$ cat config.mk
export PLATFORM = sky130hd
export DESIGN_NAME = incr_stream
export DESIGN_NICKNAME = d
export VERILOG_FILES = /design/src/rtl/incr_stream.sv
export SDC_FILE = /design/constraint.sdc
export NUM_CORES = 1
export LEC_CHECK = 0
export CAP_MARGIN = 40
export CELL_PAD_IN_SITES_DETAIL_PLACEMENT = 1
export CELL_PAD_IN_SITES_GLOBAL_PLACEMENT = 1
export CORE_ASPECT_RATIO = 2
export CORE_UTILIZATION = 40
export DETAILED_ROUTE_END_ITERATION = 10
export PLACE_DENSITY = 0.93
export SYNTH_ARGS = -nofsm -noshare
export SYNTH_HDL_FRONTEND = slang
export SYNTH_SLANG_ARGS = --single-unit
$ cat constraint.sdc
create_clock -name clk -period 4.5 [get_ports clk]
set_input_delay 1.125 -clock clk [delete_from_list [all_inputs] [get_ports clk]]
set_output_delay 1.125 -clock clk [all_outputs]
set_load 0.01 [all_outputs]
$ cat src/rtl/incr_stream.sv
// incr_stream: pipelined WIDTH-bit incrementer on a valid/ready stream.
// Each accepted beat computes in_data + zero-extended in_step once at
// capture, then travels through STAGES collapsing register slots.
// Results leave in strict FIFO order with a carry flag.
// A saturating counter tallies output beats whose carry was set.
module incr_stream #(
    parameter int WIDTH    = 40,
    parameter int STEP_W   = 8,
    parameter int STAGES   = 2,
    parameter int SATURATE = 0,
    parameter int CNT_W    = 16
) (
    input  logic              clk,
    input  logic              reset_l,
    input  logic              in_valid,
    output logic              in_ready,
    input  logic [WIDTH-1:0]  in_data,
    input  logic [STEP_W-1:0] in_step,
    output logic              out_valid,
    input  logic              out_ready,
    output logic [WIDTH-1:0]  out_data,
    output logic              out_carry,
    input  logic              ovf_clr,
    output logic [CNT_W-1:0]  ovf_count,
    output logic              busy
);

    // Elaboration-time guards on the parameter ranges the datapath assumes.
    if (WIDTH < 2 || WIDTH > 128) begin : g_bad_width
        $error("incr_stream: WIDTH must be in 2..128");
    end
    if (STEP_W < 1 || STEP_W > WIDTH) begin : g_bad_step_w
        $error("incr_stream: STEP_W must be in 1..WIDTH");
    end
    if (STAGES < 1 || STAGES > 8) begin : g_bad_stages
        $error("incr_stream: STAGES must be in 1..8");
    end
    if (CNT_W < 1) begin : g_bad_cnt_w
        $error("incr_stream: CNT_W must be at least 1");
    end

    // (WIDTH+1)-bit sum of the operand and the zero-extended step.
    function automatic logic [WIDTH:0] add_step(input logic [WIDTH-1:0]  a,
                                                input logic [STEP_W-1:0] s);
        return {1'b0, a} + {{(WIDTH + 1 - STEP_W){1'b0}}, s};
    endfunction

    // Wrap keeps the low WIDTH bits; saturate clamps to all-ones on carry.
    function automatic logic [WIDTH-1:0] sat_result(input logic [WIDTH:0] sum);
        if (SATURATE != 0 && sum[WIDTH]) begin
            return {WIDTH{1'b1}};
        end
        return sum[WIDTH-1:0];
    endfunction

    // Slot state: slot 0 is the entry slot, slot STAGES-1 drives the output.
    logic [STAGES-1:0] vld_q, vld_d;
    logic [WIDTH-1:0]  data_q [STAGES];
    logic [WIDTH-1:0]  data_d [STAGES];
    logic [STAGES-1:0] carry_q, carry_d;
    logic [CNT_W-1:0]  cnt_q, cnt_d;

    // load[k]: slot k may take a new beat this cycle. load[STAGES] is the sink.
    logic [STAGES:0]   load;
    logic [WIDTH:0]    in_sum;
    logic [WIDTH-1:0]  in_result;
    logic              in_fire;
    logic              out_fire;

    // Entry arithmetic, evaluated only for beats that actually transfer.
    always_comb begin
        in_sum    = add_step(in_data, in_step);
        in_result = sat_result(in_sum);
    end

    // Ready chain: a slot can load when empty or when its own beat moves on,
    // which makes the chain an OR of empty flags back from out_ready.
    always_comb begin
        logic [STAGES:0] ld;
        ld         = '0;
        ld[STAGES] = out_ready;
        for (int k = STAGES - 1; k >= 0; k--) begin
            ld[k] = !vld_q[k] || ld[k + 1];
        end
        load = ld;
    end

    assign in_ready = reset_l && load[0];
    assign in_fire  = in_valid && in_ready;
    assign out_fire = vld_q[STAGES-1] && out_ready;

    // Slot next-state: loading slots copy their upstream neighbour (or the
    // input); payload only moves with a valid beat so idle inputs never leak.
    always_comb begin
        vld_d   = vld_q;
        data_d  = data_q;
        carry_d = carry_q;

        if (load[0]) begin
            vld_d[0] = in_fire;
            if (in_fire) begin
                data_d[0]  = in_result;
                carry_d[0] = in_sum[WIDTH];
            end
        end

        for (int k = 1; k < STAGES; k++) begin
            if (load[k]) begin
                vld_d[k] = vld_q[k-1];
                if (vld_q[k-1]) begin
                    data_d[k]  = data_q[k-1];
                    carry_d[k] = carry_q[k-1];
                end
            end
        end
    end

    // Overflow counter: clear wins over a same-cycle carry transfer.
    always_comb begin
        cnt_d = cnt_q;
        if (ovf_clr) begin
            cnt_d = '0;
        end else if (out_fire && carry_q[STAGES-1] && (cnt_q != {CNT_W{1'b1}})) begin
            cnt_d = cnt_q + 1'b1;
        end
    end

    // State registers; reset empties the pipe and drops in-flight beats.
    always_ff @(posedge clk) begin
        if (!reset_l) begin
            vld_q   <= '0;
            data_q  <= '{default: '0};
            carry_q <= '0;
            cnt_q   <= '0;
        end else begin
            vld_q   <= vld_d;
            data_q  <= data_d;
            carry_q <= carry_d;
            cnt_q   <= cnt_d;
        end
    end

    assign out_valid = vld_q[STAGES-1];
    assign out_data  = out_valid ? data_q[STAGES-1] : '0;
    assign out_carry = out_valid ? carry_q[STAGES-1] : 1'b0;
    assign ovf_count = cnt_q;
    assign busy      = |vld_q;

endmodule

==> results.sh <==
export IMPL_placed_area_um2=6290
export IMPL_ir_worst_vdd_mv=0.216
export IMPL_synth_seq_area_share=0.396
export IMPL_finalCriticalPeriod_ns=3.70
export IMPL_cp_end_kind="output port"
export IMPL_synth_cell_types=48
export IMPL_reg2reg_to="ovf_count[15]$_SDFFE_PP0P_"
export IMPL_die_width_um=81.5
export IMPL_die_y_um=161
export IMPL_rsz0062_at_grt="no"
export IMPL_grt_max_degree=71
export IMPL_cp_max_fo=5
export IMPL_avgViaCountPerCell=5.65
export IMPL_worstSkewPairLatency_ns=0.34
export IMPL_cts_hold_buf=0
export IMPL_avgSynthCellArea_um2=8.15
export IMPL_overflow=0
export IMPL_first_iter_violations=196
export IMPL_coreArea_um2=12200
export IMPL_area_growth_pct=30.5
export IMPL_cts_buffers_inserted=9
export IMPL_hold_violations=0
export IMPL_die_area_um2=13100
export IMPL_holdWs_ns=0.461
export IMPL_critPathKind="primary input to output port"
export IMPL_boundaryPins=113
export IMPL_design_area_um2=6590
export IMPL_path_clk_slew_ns=0.07
export IMPL_numClockSinks=100
export IMPL_setup_tns_ns=0
export IMPL_synth_edf_count=0
export IMPL_hp_class="register to register"
export IMPL_required_ns=3.38
export IMPL_drv_slew=0
export IMPL_async_flop_share=0
export IMPL_wl_mm=15.5
export IMPL_post_cts_buffers=0
export IMPL_r2r_start="vld_q[1]$_SDFFE_PN0P_"
export IMPL_place_congestion=0.896
export IMPL_mostFrequentLayoutCell="nand2_1"
export IMPL_netlist_instances=620
export IMPL_ys_flop_type="dfxtp_1"
export IMPL_grt_pass1_vias=5238
export IMPL_ant_nets=0
export IMPL_synth_fp_nets=683
export IMPL_regToRegSetupSlack_ns=1.97
export IMPL_hpwl_mm=11.8
export IMPL_cts_resized=0
export IMPL_layout_common_cells="119 x nand2_1, 111 x clkdlybuf4s50_1, 100 x dfxtp_1"
export IMPL_first_pass_iters=4
export IMPL_rr_worst_depth=4
export IMPL_max_slew_margin_rel=0.448
export IMPL_worstMarginPinSlew_ns=0.827
export IMPL_routedWlPerCell_um=17.8
export IMPL_cts_root_buffer="clkbuf_16"
export IMPL_start_kind="primary input"
export IMPL_rows=57
export IMPL_critPathLaunch="out_ready"
export IMPL_cts_tree="done"
export IMPL_drc_errors=0
export IMPL_drive_gt1_frac=0.0528
export IMPL_track_usage=0.246
export IMPL_finalSetupViolations=0
export IMPL_critPathArrivalTime_ns=2.57
export IMPL_grt_antenna_before_repair=0
export IMPL_worstSetupEndpoint="in_ready"
export IMPL_whs_path_depth=2
export IMPL_status="finished, final reports clean"
export IMPL_max_freq_ghz=0.270
export IMPL_p_leak_nw=2.28
export IMPL_cap_violations=0
export IMPL_portBuffers=112
export IMPL_p_total_mw=2.00
export IMPL_fin_crit_sh=0.822
export IMPL_vias=4897
export IMPL_start_util=0.414
export IMPL_clk_path_buf_depth=2
export IMPL_h_tree_depth=3
export IMPL_grt_pass1_wl_mm=24.6
export IMPL_power_per_cell_area_nw_per_um2=303
export IMPL_fin_skew_ns=0.00832
export IMPL_fin_nets=778
export IMPL_synth_area_um2=5050
export IMPL_antenna_cells=0
export IMPL_synth_seq_cells=100
export IMPL_yosys_warnings=0
state kept, by name, summed over array words and instances (netlist names):
register,cells
vld_q,2
data_q,80
carry_q,2
ovf_count,16
kinds of logic (layout without fill, tap and decap cells):
group	count (synthesis)	in the layout	share of synthesized area
buf+inv	41	141	0.0307
mux	1	1	0.00198
compound gates	131	131	0.176
flops	100	100	0.396
simple gates	295	295	0.296
xor+xnor	42	42	0.0728
fa+ha+maj	10	10	0.0262
synth_stat cells (5+ instances only):
library cell,instances,area share
or4_1,8,0.012
nand3_1,46,0.046
nor2_1,14,0.010
and3_1,17,0.021
nand2_1,119,0.088
clkbuf_1,35,0.026
a21oi_1,11,0.011
and2_1,43,0.053
xnor2_1,19,0.033
o21ai_0,39,0.039
dfxtp_1,100,0.40
a21boi_0,43,0.064
o211ai_1,9,0.013
xor2_1,23,0.040
a211oi_1,6,0.0089
nand4_1,19,0.024
ha_1,9,0.022
or3_1,5,0.0062
per-layer routing:
metal / vias to the layer above / part of all wire / GRT usage
li1: 2358 / - / -
met1: 2364 / 0.35 / 0.225
met2: 138 / 0.57 / 0.484
met3: 37 / 0.039 / 0.0403
met4: 0 / 0.037 / 0.124
met5: - / 0 / 0
critical path: stages:
cell and delay (ns):
clkdlybuf4s50_1 0.45, nand3b_1 0.28, and2_1 0.25, clkdlybuf4s50_1 0.47
worst min-delay path by stage:
stage / startpoint / endpoint
floorplan: data_q[47]$_SDFFE_PN0P_ / data_q[47]$_SDFFE_PN0P_
global placement: data_q[47]$_SDFFE_PN0P_ / data_q[47]$_SDFFE_PN0P_
detailed placement: data_q[67]$_SDFFE_PN0P_ / data_q[67]$_SDFFE_PN0P_
CTS: data_q[41]$_SDFFE_PN0P_ / data_q[41]$_SDFFE_PN0P_
global route: data_q[16]$_SDFFE_PN0P_ / data_q[16]$_SDFFE_PN0P_
finish: data_q[19]$_SDFFE_PN0P_ / data_q[19]$_SDFFE_PN0P_
report_power, final:
| part | switching [mW] | leakage [nW] | internal [mW] |
|---|---|---|---|
| Clock | 0.355 | 0.144 | 0.438 |
| Sequential | 0.0262 | 0.816 | 0.927 |
| Combinational | 0.140 | 1.32 | 0.113 |
| Total | 0.522 | 2.28 | 1.48 |
through the flow:
step,cells,util,setup WS [ns]
global placement,851,0.516,0.828
detailed placement,851,0.516,0.655
CTS,867,0.541,0.806
global route,867,0.541,0.749
finish,867,0.541,0.801
floorplan,620,-,1.48
area by class of cell:
cell class	instances	area (um2)
clock inverter	6	72.6
inverter	3	11.3
sequential	100	2000
timing repair buffer	122	1190
multi-input combinational	479	2900
tap	147	184
fill	1427	5600
clock buffer	10	229
Power figures use the tool's default switching activity.
